$ cat src/rtl/pwm_pkg.sv
// Shared constants and the SPI->PWM write-request type for the PWM peripheral.
package pwm_pkg;

    localparam int NUM_CH = 16;

    localparam logic [6:0] ADDR_EN_OUT_LO = 7'h00;
    localparam logic [6:0] ADDR_EN_OUT_HI = 7'h01;
    localparam logic [6:0] ADDR_EN_PWM_LO = 7'h02;
    localparam logic [6:0] ADDR_EN_PWM_HI = 7'h03;
    localparam logic [6:0] ADDR_DUTY      = 7'h04;
    localparam int         MAX_ADDR       = 4;

    localparam logic [7:0] DUTY_FULL = 8'hFF;

    typedef struct packed {
        logic [6:0] addr;
        logic [7:0] data;
    } wr_req_t;

endpackage

$ cat src/rtl/pwm_timebase.sv
// Prescaler plus 8-bit PWM counter; tick per counter step, wrap at period end.
module pwm_timebase #(
    parameter int CLK_DIV = 13
) (
    input  logic       clk,
    input  logic       rst,
    output logic [7:0] cnt,
    output logic       tick,
    output logic       wrap
);

    localparam int PW = (CLK_DIV > 1) ? $clog2(CLK_DIV) : 1;

    logic [PW-1:0] presc;

    assign tick = (presc == PW'(CLK_DIV - 1));
    assign wrap = tick && (cnt == 8'hFF);

    always_ff @(posedge clk) begin
        if (rst) begin
            presc <= '0;
            cnt   <= '0;
        end else begin
            presc <= tick ? '0 : presc + 1'b1;
            if (tick)
                cnt <= cnt + 8'd1;
        end
    end

endmodule

$ cat src/rtl/pwm_peripheral.sv
// Register bank, double-buffered duty and registered 16-channel output mux
// fed by validated writes from the SPI stage.
module pwm_peripheral
    import pwm_pkg::*;
#(
    parameter int CLK_DIV  = 13,
    parameter int MAX_ADDR = pwm_pkg::MAX_ADDR
) (
    input  logic        clk,
    input  logic        rst,
    input  logic        wr_valid,
    output logic        wr_ready,
    input  logic [6:0]  wr_addr,
    input  logic [7:0]  wr_data,
    output logic        wr_err,
    output logic [15:0] pwm_out
);

    wr_req_t           req;
    logic              wr_fire;
    logic              in_range;
    logic [15:0]       en_out;
    logic [15:0]       en_pwm;
    logic [7:0]        duty;
    logic [7:0]        duty_sh;
    logic [7:0]        cnt;
    logic              tb_tick;
    logic              tb_wrap;
    logic              pwm_raw;
    logic [NUM_CH-1:0] pwm_next;

    assign req      = '{addr: wr_addr, data: wr_data};
    assign wr_ready = ~rst;
    assign wr_fire  = wr_valid && wr_ready;
    assign in_range = (req.addr <= 7'(MAX_ADDR));

    pwm_timebase #(.CLK_DIV(CLK_DIV)) u_timebase (
        .clk  (clk),
        .rst  (rst),
        .cnt  (cnt),
        .tick (tb_tick),
        .wrap (tb_wrap)
    );

    // Full-scale duty is treated as constant high rather than 255/256.
    assign pwm_raw = (duty_sh == DUTY_FULL) | (cnt < duty_sh);

    for (genvar i = 0; i < NUM_CH; i++) begin : g_ch
        assign pwm_next[i] = en_out[i] & (~en_pwm[i] | pwm_raw);
    end

    always_ff @(posedge clk) begin
        if (rst) begin
            en_out  <= '0;
            en_pwm  <= '0;
            duty    <= '0;
            duty_sh <= '0;
            wr_err  <= 1'b0;
            pwm_out <= '0;
        end else begin
            wr_err <= wr_fire && !in_range;
            if (wr_fire && in_range) begin
                case (req.addr)
                    ADDR_EN_OUT_LO: en_out[7:0]  <= req.data;
                    ADDR_EN_OUT_HI: en_out[15:8] <= req.data;
                    ADDR_EN_PWM_LO: en_pwm[7:0]  <= req.data;
                    ADDR_EN_PWM_HI: en_pwm[15:8] <= req.data;
                    ADDR_DUTY:      duty         <= req.data;
                    default: ;
                endcase
            end
            // Samples the pre-edge duty, so a write on the wrap edge lands a period later.
            if (tb_tick && tb_wrap)
                duty_sh <= duty;
            pwm_out <= pwm_next;
        end
    end

endmodule

$ cat config.mk
export PLATFORM = sky130hd
export DESIGN_NAME = pwm_peripheral
export DESIGN_NICKNAME = d
export VERILOG_FILES = /design/src/rtl/pwm_pkg.sv /design/src/rtl/pwm_timebase.sv /design/src/rtl/pwm_peripheral.sv
export SDC_FILE = /design/constraint.sdc
export NUM_CORES = 1
export LEC_CHECK = 0
export ABC_AREA = 1
export BUFFER_PORTS_ARGS = -buffer_cell sky130_fd_sc_hd__buf_2
export CORE_UTILIZATION = 56
export CTS_CLUSTER_DIAMETER = 200
export CTS_CLUSTER_SIZE = 8
export DETAILED_ROUTE_END_ITERATION = 7
export MAX_ROUTING_LAYER = met4
export PLACE_DENSITY = 0.83
export SYNTH_ARGS = -nofsm -noshare
export SYNTH_HDL_FRONTEND = slang
export SYNTH_SLANG_ARGS = --single-unit
$ cat constraint.sdc
create_clock -name clk -period 2.1 [get_ports clk]
set_clock_uncertainty 0.1 [all_clocks]
set_input_delay 0.21 -clock clk [delete_from_list [all_inputs] [get_ports clk]]
set_output_delay 0.21 -clock clk [all_outputs]
set_load 0.05 [all_outputs]
==> flow_metrics.py <==
metrics = {
    "routing": {
        "dr.first_iter.drc_count": 292,
        "ant_nets": 0,
        "dr.pass1.iters": 6,
        "vias_per_cell": 5.256,
        "drc_errors": 0,
        "routed_wl_um": 7402,
        "wire_per_inst_um": 12.61,
        "num_vias": 3085,
    },
    "synth": {
        "synthesis.area_mm2": 0.003468,
        "ys_warn_count": 0,
        "syn-instance-count": 474,
        "synth-seq-area-share": 0.4444,
        "ys_ff_latch": 77,
        "synth.distinct_cells": 30,
        "postSynthNetCount": 502,
        "syn_avg_cell_area_um2": 7.317,
    },
    "clock_network": {
        "h-tree-depth": 3,
        "ctsResizeCount": 0,
        "cts_made_buffers": 9,
        "clock-sinks": 77,
        "clk_latency_ps": 360,
        "cts-root-buf": "clkbuf_8",
        "clk_pin_slew_worst_paths_ps": 80,
        "clock_path_buffers": 2,
        "cts_setup_buffers": 0,
        "cts_hold_buf": 0,
        "cts_tree": "done",
    },
    "setup_path": {
        "endpoint_kind": "flop",
        "arrival_ps": 2120,
        "worst-path-max-fanout": 16,
        "start_kind": "flop",
        "crit_type": "reg2reg",
        "cp.required_ps": 2310,
    },
    "place": {
        "place.gp.congestion": 0.8355,
        "port_buffers": 35,
        "dpl.hpwl_um": 4942,
        "placed_area_mm2": 0.003657,
    },
    "final_layout": {
        "fin_nets": 535,
        "mostFrequentLayoutCell": "nand2_1",
        "n_fill_cell": 515,
        "layout_common_cells": "nand2_1 (98), inv_1 (84), dfxtp_1 (77)",
        "area_growth_pct": 12.30,
        "drive_above_1_share": 0.1406,
        "post-route-util": 0.6540,
        "postLayoutCellArea_mm2": 0.003895,
        "diodes": 0,
    },
    "timing": {
        "layout_min_cycle_time_ps": 1917,
        "clock.fmax_ghz": 0.5215,
        "slew_headroom": 0.6050,
        "setup_tns_ps": 0,
        "slew_violations": 0,
        "setup_viol": 0,
        "finalHoldViolCount": 0,
        "tightest_slew_ps": 591.0,
        "rsz0062_at_grt": "false",
        "fin_crit_sh": 0.9131,
        "hold_slack_ps": 49.17,
    },
    "power_and_ir_drop": {
        "p_comb_frac": 0.047,
        "irDropWorstVdd_uv": 407.8,
        "power_frac_seq": 0.499,
        "intPower_w": 0.002287,
        "swShare": 0.2232,
        "p_per_area_mw_per_mm2": 755.9,
        "power_frac_clock": 0.453,
        "p_sw_w": 0.0006570,
        "leakage_nw": 1.925,
        "p_total_w": 0.002944,
    },
    "worst_hold_path": {
        "hold_path_class": "in2reg",
    },
    "global_route": {
        "grt_pass1_vias": 2733,
        "grt_usage": 0.2589,
        "grt_max_degree": 32,
        "use_met1": 0.3340,
        "gr-usage-met3": 0.05909,
        "grt.busiest_layer": "met2",
        "grt_pass1_wl_um": 12390,
        "antenna_found_initial": 0,
        "grt.met2_usage": 0.3941,
        "grt-ovfl-total": 0,
    },
    "floorplanning": {
        "die-area_mm2": 0.006512,
        "fp.dieW_um": 80.70,
        "initial_core_util": 0.5824,
        "pin_count": 36,
        "dieHeight_um": 80.70,
        "rows": 28,
        "core_area_mm2": 0.005956,
    },
    "job": {
        "max-cap-violations": 0,
    },
    "status": {
        "outcome": "complete, no violations",
    },
}
## worst max-delay path, stage by stage, from the launching register on
cell	delay, ps
dfxtp_1	310
inv_1	60
ha_1	310
a21oi_1	150
nor2_1	50
nor3_1	140
nand2_1	400
nand3_1	220
nand2_1	70
inv_1	50
## path summary, 6_finish.rpt
path              startpoint         end  slack [ps]  depth (start not counted)
setup / recovery  duty_sh[5]  pwm_out[9]         180                          9
hold / removal      wr_valid      wr_err          50                          3
setup reg to reg  duty_sh[5]  pwm_out[9]         180                          9
hold reg to reg      duty[6]     duty[6]         350                          2
## synthesized netlist by cell type
library cell	n	area, um^2
nand2_1	98	367.9
inv_1	84	315.3
dfxtp_1	77	1541
nor2_1	68	255.2
a21oi_1	34	170.2
nand4_1	27	168.9
nand3_1	20	100.1
o21ai_0	12	60.06
ha_1	10	125.1
buf_2	7	35.03
clkbuf_1	7	26.28
nor3_1	5	25.02
nor3_4	3	48.80
a211oi_1	2	15.01
buf_12	2	40.04
buf_6	2	22.52
nand3_4	2	35.03
nor2_2	2	12.51
a21oi_4	1	16.27
and2_1	1	6.260
buf_1	1	3.750
clkinv_2	1	5.000
inv_2	1	3.750
nand2_2	1	6.260
nand4_2	1	12.51
nand4_4	1	21.27
nor4_1	1	6.260
o21a_1	1	7.510
or2_2	1	6.260
xnor2_1	1	8.760
## registers in the layout, summed over array words and instances (netlist names)
register,cells
en_pwm,16
u_timebase.cnt,8
duty_sh,8
pwm_out,16
duty,8
en_out,16
u_timebase.presc,4
wr_err,1
## per-layer routing
layer | part of all wire | vias to the layer above
met5 | 0 | -
met4 | 0.019 | 0
met3 | 0.080 | 13
li1 | - | 1549
met1 | 0.45 | 1385
met2 | 0.45 | 138
## area by class of cell
cell class | count | area [um^2] | area share
Clock buffer | 9 | 123.9 | 0.03180
Clock inverter | 7 | 113.9 | 0.02923
Inverter | 86 | 324.1 | 0.08320
Multi-Input combinational cell | 292 | 1478 | 0.3794
Sequential cell | 77 | 1541 | 0.3958
Tap cell | 75 | 93.84 | 0.02409
Timing Repair Buffer | 41 | 220.2 | 0.05654
## power groups by stage
stage	logic (W)	registers (W)	clock network, W
2_1_floorplan	0.0000805	0.00151	0
3_3_place_gp	0.000131	0.00150	0
3_5_place_dp	0.000135	0.00151	0
4_1_cts	0.000137	0.00147	0.00135
5_1_grt	0.000151	0.00147	0.00141
6_report	0.000139	0.00147	0.00133
## kinds of logic (layout without fill, tap and decap cells)
logic type | count (synthesis) | after routing | synth area share
and+or+nand+nor | 231 | 231 | 0.3092
buffers and inverters | 105 | 143 | 0.1302
DFF | 77 | 77 | 0.4444
AOI/OAI and AO/OA | 50 | 50 | 0.07756
adders and majority gates | 10 | 10 | 0.03608
xor gates and xnor gates | 1 | 1 | 0.002526
## metrics by stage
| stage | instances | setup slack (ps) |
|---|---|---|
| after floorplan | 474 | 542.7 |
| after global placement | 571 | 297.1 |
| after detailed placement | 571 | 227.5 |
| after CTS | 587 | 201.2 |
| after global routing | 587 | 72.45 |
| final | 587 | 182.5 |
(Power assumes the default switching activity.)
